===== src/rtl/multi_cycle_controller.sv =====
// multi_cycle_controller: FSM sequencing a multi-cycle MIPS-subset datapath through
// FETCH/DECODE/EXEC/MEM/WB with a memory-wait timeout and a sticky ERROR trap.
module multi_cycle_controller #(
    parameter int MEM_TIMEOUT = 15,
    parameter int CNT_WIDTH   = 32
) (
    input  logic                 clk,
    input  logic                 rst,
    input  logic [5:0]           opcode,
    input  logic [5:0]           funct,
    input  logic                 zero,
    input  logic                 mem_ready,
    output logic                 pc_we,
    output logic [1:0]           pc_src,
    output logic                 ir_we,
    output logic                 iord,
    output logic                 mem_re,
    output logic                 mem_we,
    output logic                 reg_we,
    output logic [1:0]           reg_dst,
    output logic [1:0]           mem_to_reg,
    output logic                 alu_src_a,
    output logic [1:0]           alu_src_b,
    output logic [3:0]           alu_op,
    output logic                 sign_ext,
    output logic [2:0]           state,
    output logic                 error,
    output logic [CNT_WIDTH-1:0] instr_count
);
    localparam logic [2:0] FETCH = 3'd0, DECODE = 3'd1, EXEC = 3'd2, MEM = 3'd3, WB = 3'd4, ERROR = 3'd5;
    localparam logic [3:0] ALU_ADD = 4'd0, ALU_SUB = 4'd1, ALU_AND = 4'd2, ALU_OR = 4'd3, ALU_XOR = 4'd4,
                           ALU_SLT = 4'd5, ALU_SLL = 4'd6, ALU_SRL = 4'd7, ALU_LUI = 4'd8;
    logic [2:0] next;
    logic [7:0] wait_cnt;
    logic [3:0] funct_op, imm_op;
    logic r_type, i_alu, is_lw, is_sw, is_mem, is_br, is_j, is_jal, legal_funct, legal, waiting, timeout;
    assign r_type   = opcode == 6'h00;
    assign is_j     = opcode == 6'h02;
    assign is_jal   = opcode == 6'h03;
    assign is_br    = opcode[5:1] == 5'b00010;
    assign i_alu    = opcode == 6'h08 || opcode == 6'h0a || opcode[5:2] == 4'b0011;
    assign is_lw    = opcode == 6'h23;
    assign is_sw    = opcode == 6'h2b;
    assign is_mem   = is_lw | is_sw;
    assign legal    = (r_type & legal_funct) | i_alu | is_mem | is_br;
    assign sign_ext = opcode == 6'h08 || opcode == 6'h0a || is_mem || is_br;
    assign error    = state == ERROR;
    assign waiting  = (state == FETCH || state == MEM) && !mem_ready;
    assign timeout  = waiting && wait_cnt == 8'(MEM_TIMEOUT - 1);
    assign imm_op   = opcode == 6'h0a ? ALU_SLT : opcode == 6'h0c ? ALU_AND : opcode == 6'h0d ? ALU_OR :
                      opcode == 6'h0e ? ALU_XOR : opcode == 6'h0f ? ALU_LUI : ALU_ADD;
    always_comb begin
        funct_op    = ALU_ADD;
        legal_funct = 1'b1;
        case (funct)
            6'h20:   funct_op = ALU_ADD;
            6'h22:   funct_op = ALU_SUB;
            6'h24:   funct_op = ALU_AND;
            6'h25:   funct_op = ALU_OR;
            6'h26:   funct_op = ALU_XOR;
            6'h2a:   funct_op = ALU_SLT;
            6'h00:   funct_op = ALU_SLL;
            6'h02:   funct_op = ALU_SRL;
            default: legal_funct = 1'b0;
        endcase
    end
    always_comb begin
        {pc_we, ir_we, iord, mem_re, mem_we, reg_we, alu_src_a} = '0;
        {pc_src, reg_dst, mem_to_reg, alu_src_b} = '0;
        alu_op = ALU_ADD;
        next   = state;
        case (state)
            FETCH: begin
                mem_re    = 1'b1;
                alu_src_b = 2'b01;
                ir_we     = mem_ready;
                pc_we     = mem_ready;
                next      = mem_ready ? DECODE : timeout ? ERROR : FETCH;
            end
            DECODE: begin
                alu_src_b  = 2'b11;
                pc_we      = is_j | is_jal;
                pc_src     = (is_j | is_jal) ? 2'b10 : 2'b00;
                reg_we     = is_jal;
                reg_dst    = is_jal ? 2'b10 : 2'b00;
                mem_to_reg = is_jal ? 2'b10 : 2'b00;
                next       = (is_j | is_jal) ? FETCH : legal ? EXEC : ERROR;
            end
            EXEC: begin
                alu_src_a = 1'b1;
                alu_src_b = (r_type | is_br) ? 2'b00 : 2'b10;
                alu_op    = r_type ? funct_op : is_br ? ALU_SUB : i_alu ? imm_op : ALU_ADD;
                pc_src    = is_br ? 2'b01 : 2'b00;
                // opcode[0] distinguishes bne from beq
                pc_we     = is_br & (zero ^ opcode[0]);
                next      = is_br ? FETCH : is_mem ? MEM : WB;
            end
            MEM: begin
                iord   = 1'b1;
                mem_re = is_lw;
                mem_we = is_sw;
                next   = mem_ready ? (is_lw ? WB : FETCH) : timeout ? ERROR : MEM;
            end
            WB: begin
                reg_we     = 1'b1;
                reg_dst    = r_type ? 2'b01 : 2'b00;
                mem_to_reg = is_lw ? 2'b01 : 2'b00;
                next       = FETCH;
            end
            ERROR:   next = ERROR;
            default: next = ERROR;
        endcase
        if (!rst) {pc_we, ir_we, mem_re, mem_we, reg_we} = '0;
    end
    always_ff @(posedge clk) begin
        if (!rst) begin
            state       <= FETCH;
            wait_cnt    <= '0;
            instr_count <= '0;
        end else begin
            state    <= next;
            wait_cnt <= (next != state && (next == FETCH || next == MEM)) ? 8'd0 :
                        waiting ? wait_cnt + 8'd1 : wait_cnt;
            if (next == FETCH && state != FETCH)
                instr_count <= instr_count + 1'b1;
        end
    end
endmodule


===== config.mk =====
export PLATFORM = sky130hd
export DESIGN_NAME = multi_cycle_controller
export DESIGN_NICKNAME = d
export VERILOG_FILES = /design/src/rtl/multi_cycle_controller.sv
export SDC_FILE = /design/constraint.sdc
export NUM_CORES = 1
export LEC_CHECK = 0
export ABC_AREA = 1
export CAP_MARGIN = 20
export CORE_MARGIN = 3
export CORE_UTILIZATION = 50
export DETAILED_ROUTE_END_ITERATION = 12
export PLACE_DENSITY = 0.8
export SYNTH_ARGS = -nofsm -noshare
export SYNTH_HDL_FRONTEND = slang
export SYNTH_SLANG_ARGS = --single-unit

===== constraint.sdc =====
create_clock -name clk -period 2.1 [get_ports clk]
set_clock_uncertainty 0.1 [all_clocks]
set_input_delay 0.21 -clock clk [delete_from_list [all_inputs] [get_ports clk]]
set_output_delay 0.21 -clock clk [all_outputs]
set_load 0.03 [all_outputs]

Word-level counts from Yosys, hierarchy flattened --
Cells that the tools add are included.
Cells by class: $add $sub $neg 2, equal/unequal tests 27, muxes and demuxes 43, bitwise gates (word level) 10, reductions and logical operators 18
Operators by type and width (count):
- $eq 6x6->1 const B | 8
- $eq 6x4->1 const B | 6
- $mux 4 | 9
- $add 32x1->32 const B | 1
- $mux 3 | 9
- $pmux 3 s7 | 1
- $eq 6x2->1 const B | 3
- $pmux 3 s5 | 1
- $mux 1 | 13
- $logic_not 6->1 | 2
- $pmux 2 s2 | 3
- $eq 3x2->1 const B | 3
- $add 8x1->8 const B | 1
- $eq 8x4->1 const B | 1
- $reduce_or 8->1 | 1
- $eq 3x3->1 const B | 2
- $logic_not 3->1 | 2
- $logic_or 1x1->1 | 6
- $mux 2 | 3
- $or 1x1->1 | 6
- $pmux 2 s3 | 1
- $eq 5x2->1 const B | 1
- $eq 4x2->1 const B | 1
- $logic_and 1x1->1 | 4
- 10 further kinds | 12
Word-level totals: register bits after elaboration 43, bits of input ports 16, output and inout port bits 56, word-level logic and storage cells 103

Logic depth before layout (Yosys ltp) --
depth after elaboration 14, gate-level depth with buffers 17, mapped depth without buffers 17

Worst setup path after synthesis --
OpenSTA, ideal clock, no wires.
kind reg2out, start register state[1], end output pc_we, arrival time 2.377 ns, data required time 1.790 ns, setup slack -0.587 ns, cell stages (with the launch flop) 7, path buffers 0, cells stage by stage dfxtp_1 inv_1 nor3_2 inv_1 nor2_1 a211oi_1 nor2_1
On the way: longest elaborated chain between the ends 3, elaborated cells on any way between the ends 5, classes of those cells 2 x eq/ne; 2 x mux; 1 x reduce/logical
RTL lines:
- from (decl) | line 26 | output logic [2:0] state,
- from (signal assigned) | line 121 | state <= next;
- $eq 3x2->1, or another cell as far along | line 72 | case (state)
- $pmux 1 s3 * | line 72
- $mux 1 * | line 113 | if (!rst) {pc_we, ir_we, mem_re, mem_we, reg_we} = '0;
- to (decl) | line 13 | output logic pc_we,
Mark *: on every way between the ends. The rest lies on a longest branch, timed or not.

Final worst setup path --
start register state[2], end output pc_we
The elaborated chain is that of the path after synthesis.

==> impl_metrics.toml <==
[synthesis]
synth.distinct_cells = 34
ys_ff_latch = 43
synthTopCellsByArea = "dfxtp_1 28%, nand2_1 17%, xor2_1 7.8%, nor2_1 7.7%, a21oi_1 6.6%"
syn_inst = 482
avgSynthCellArea_um2 = 6.29
syn_nets = 501
ys_seq_area_share_pct = 28.4
synth_top_area_share_pct = 28.4
synth_warnings = 0
syn_area_um2 = 3030
synth_area_leader_cell = "dfxtp_1"

[status]
status = "finished, final reports clean"

[layout]
drive_gt1_share_pct = 23.4
synthToLayoutAreaGrowth_pct = 48.7
n_antenna_cell = 0
nNetsFinal = 625

[global_route]
grt_first_pass_wirelength_um = 15000
antenna_found_initial = 0
track_usage_pct = 25.6
grt_pass1_vias = 3318
gr-total-overflow = 0
grt_max_degree = 19

[run]
maxCapViolations = 0

[placed_design]
hpwl_um = 7110
gp_congestion = 1.02
portBuffers = 71

[clocking]
clock_path_buffers = 2
clock_latency_ps = 310
clk_pin_slew_ps = 100
cts_tree = "done"
root_buffer = "clkbuf_8"
numCtsBuffers = 5
htreeDepth = 2
cts.sinks = 43

[worst_hold_path]
hold_end = "instr_count[7]$_SDFFE_PN0P_"
holdCritPathClass = "register to register"
hold_path_startpoint = "instr_count[7]$_SDFFE_PN0P_"
min_path_cells = 2

[floorplanning]
start_util_pct = 53.4
coreArea_um2 = 5680
die_x_um = 83.9
fp.dieArea_um2 = 7030
rows = 27
ios = 72
die_y_um = 83.9

[detailed_routing]
vias = 3628
ant_nets = 0
drtPass1Iterations = 5
viasPerCell = 5.34
drt_iter0_drc = 280
drt-wirelength-per-cell_um = 14.6
routed_wl_um = 9900
drc_errors = 0

[worst_setup_path]
critPathCaptureType = "output pin"
r2r_end = "instr_count[1]$_SDFFE_PN0P_"
cp_max_fo = 4
crit-reg2reg-launch = "state[1]$_SDFF_PN0_"
path_class = "register to output pin"
r2r_cells = 11
r2r_setup_slack_ps = 30
setup.worst_path.start = "state[2]$_SDFF_PN0_"
critical_path_required_ps = 1790
worst_ep_arrival_time_ps = 1770
cp-start-kind = "register"

[timing]
fmax_ghz = 0.481
fin_hold_ws_ps = 416
period_share_pct = 99.0
grt_setup_unrepaired = "true"
slew_headroom_pct = 63.4
report.final.slew_viol_count = 0
layout_min_cycle_time_ps = 2080
report.final.setup_viol = 0
tightest_slew_ps = 544
hold_violations = 0

[pwr]
p_leak_uw = 0.00197
p_sw_uw = 778
pwr-share-clk_pct = 27.3
switching_share_pct = 36.1
seq_power_share_pct = 40.0
p_int_uw = 1380
power_frac_comb_pct = 32.6
power_uw = 2160
power_density_nw_per_um2 = 478
peakVddDrop_v = 0.000499
==> routing by layer <==
layer	part of all wire (%)	vias to the layer above	routed length [um]	global-route usage, %
li1	-	1792	-	-
met1	40	1698	3950	28.9
met2	53	114	5240	48.3
met3	4.6	24	452	3.85
met4	2.5	0	252	9.21
met5	0	-	0	0
==> synthesized netlist by cell type <==
cell type,n
nand4_2,1
o21ai_1,1
nand2_2,6
nor3_1,19
a31oi_1,1
o21ai_0,6
clkbuf_1,5
xnor2_1,11
nand3_2,2
nor2_2,2
nor4_1,10
buf_6,3
dfxtp_1,43
clkinv_2,1
nor2_1,62
nor3_4,1
a211oi_1,1
ha_1,3
o211ai_1,1
nor3b_1,1
inv_1,49
buf_4,1
buf_2,3
and3b_1,1
inv_2,2
nor2_4,2
nand2_1,140
xor2_1,27
nand4_1,13
nand3b_1,2
nand3_1,20
a2111o_1,1
a21oi_1,40
nor3_2,1
==> worst max-delay path, stage by stage (launching register included) <==
cell	delay, ps
dfxtp_4	350
buf_4	140
nor3_4	210
buf_4	170
inv_1	60
nor2_2	140
a211oi_1	110
nor2_2	100
buf_4	170
==> area by class of cell <==
| cell class | count | area (um^2) |
|---|---|---|
| well taps | 72 | 90.1 |
| repair buffers | 129 | 1180 |
| clock inverters | 3 | 26.3 |
| multi-input cells | 375 | 2060 |
| inverters | 52 | 200 |
| fillers | 430 | 1170 |
| flip-flops and latches | 43 | 873 |
| clock buffers | 5 | 68.8 |
==> worst max-delay path by stage <==
| stage | depth (start not counted) | end |
|---|---|---|
| global route | 14 | instr_count[1]$_SDFFE_PN0P_ |
| CTS | 9 | reg_we |
| finish | 8 | pc_we |
| global placement | 15 | instr_count[23]$_SDFFE_PN0P_ |
| detailed placement | 15 | instr_count[31]$_SDFFE_PN0P_ |
| floorplan | 6 | pc_we |
==> layout by cell type, fill, tap and decap left out, drive strengths merged, types with 3 or more instances in the layout <==
master / instances
nand2: 146
buf: 73
nor2: 66
inv: 54
dfxtp: 43
a21oi: 40
clkdlybuf4s50: 38
xor2: 27
nand3: 22
nor3: 21
nand4: 14
xnor2: 11
nor4: 10
dlymetal6s2s: 10
dlygate4sd2: 7
o21ai: 7
clkbuf: 6
ha: 3
==> flip-flops by register name (all words and copies together), names as in the netlist <==
| name | flops |
|---|---|
| instr_count | 32 |
| wait_cnt | 8 |
| state | 3 |
==> repair_timing <==
item	4_1_cts	5_1_grt
setup buffers	1	12
hold buffers	0	0
resized for setup	8	63
setup endpoints to repair	13	50
cloned	0	1
pin swaps	1	9
hold endpoints to repair	0	0
==> stage by stage <==
| stage | TNS (ps) | util (%) | setup slack (ps) | std cells | instance area (um^2) |
|---|---|---|---|---|---|
| 6_report | 0 | 79.4 | 21.1 | 679 | 4510 |
| 3_5_place_dp | -12690 | 72.3 | -363 | 657 | 4100 |
| 5_1_grt | -2000 | 79.4 | -89.4 | 679 | 4510 |
| 3_3_place_gp | -9600 | 72.3 | -249 | 657 | 4100 |
| 2_1_floorplan | -12.8 | - | -12.8 | 482 | 3060 |
| 4_1_cts | 0 | 74.0 | 6.07 | 666 | 4200 |
==> cells by family (layout without fill, tap and decap cells) <==
group / count (synthesis) / in the layout / share of synthesized area, %
compound gates: 51 / 51 / 8.84
xor+xnor: 38 / 38 / 11.0
fa+ha+maj: 3 / 3 / 1.24
buf+inv: 64 / 189 / 8.96
flops: 43 / 43 / 28.4
simple gates: 283 / 283 / 41.6
==> power by group through the flow <==
stage                     Sequential (uW)  Clock [uW]  Combinational, uW
after floorplan                       899           0                306
after global placement                880           0                531
after detailed placement              881           0                545
after CTS                             862         592                539
after global routing                  866         632                751
final                                 863         589                704
Power figures use the tool's default switching activity.
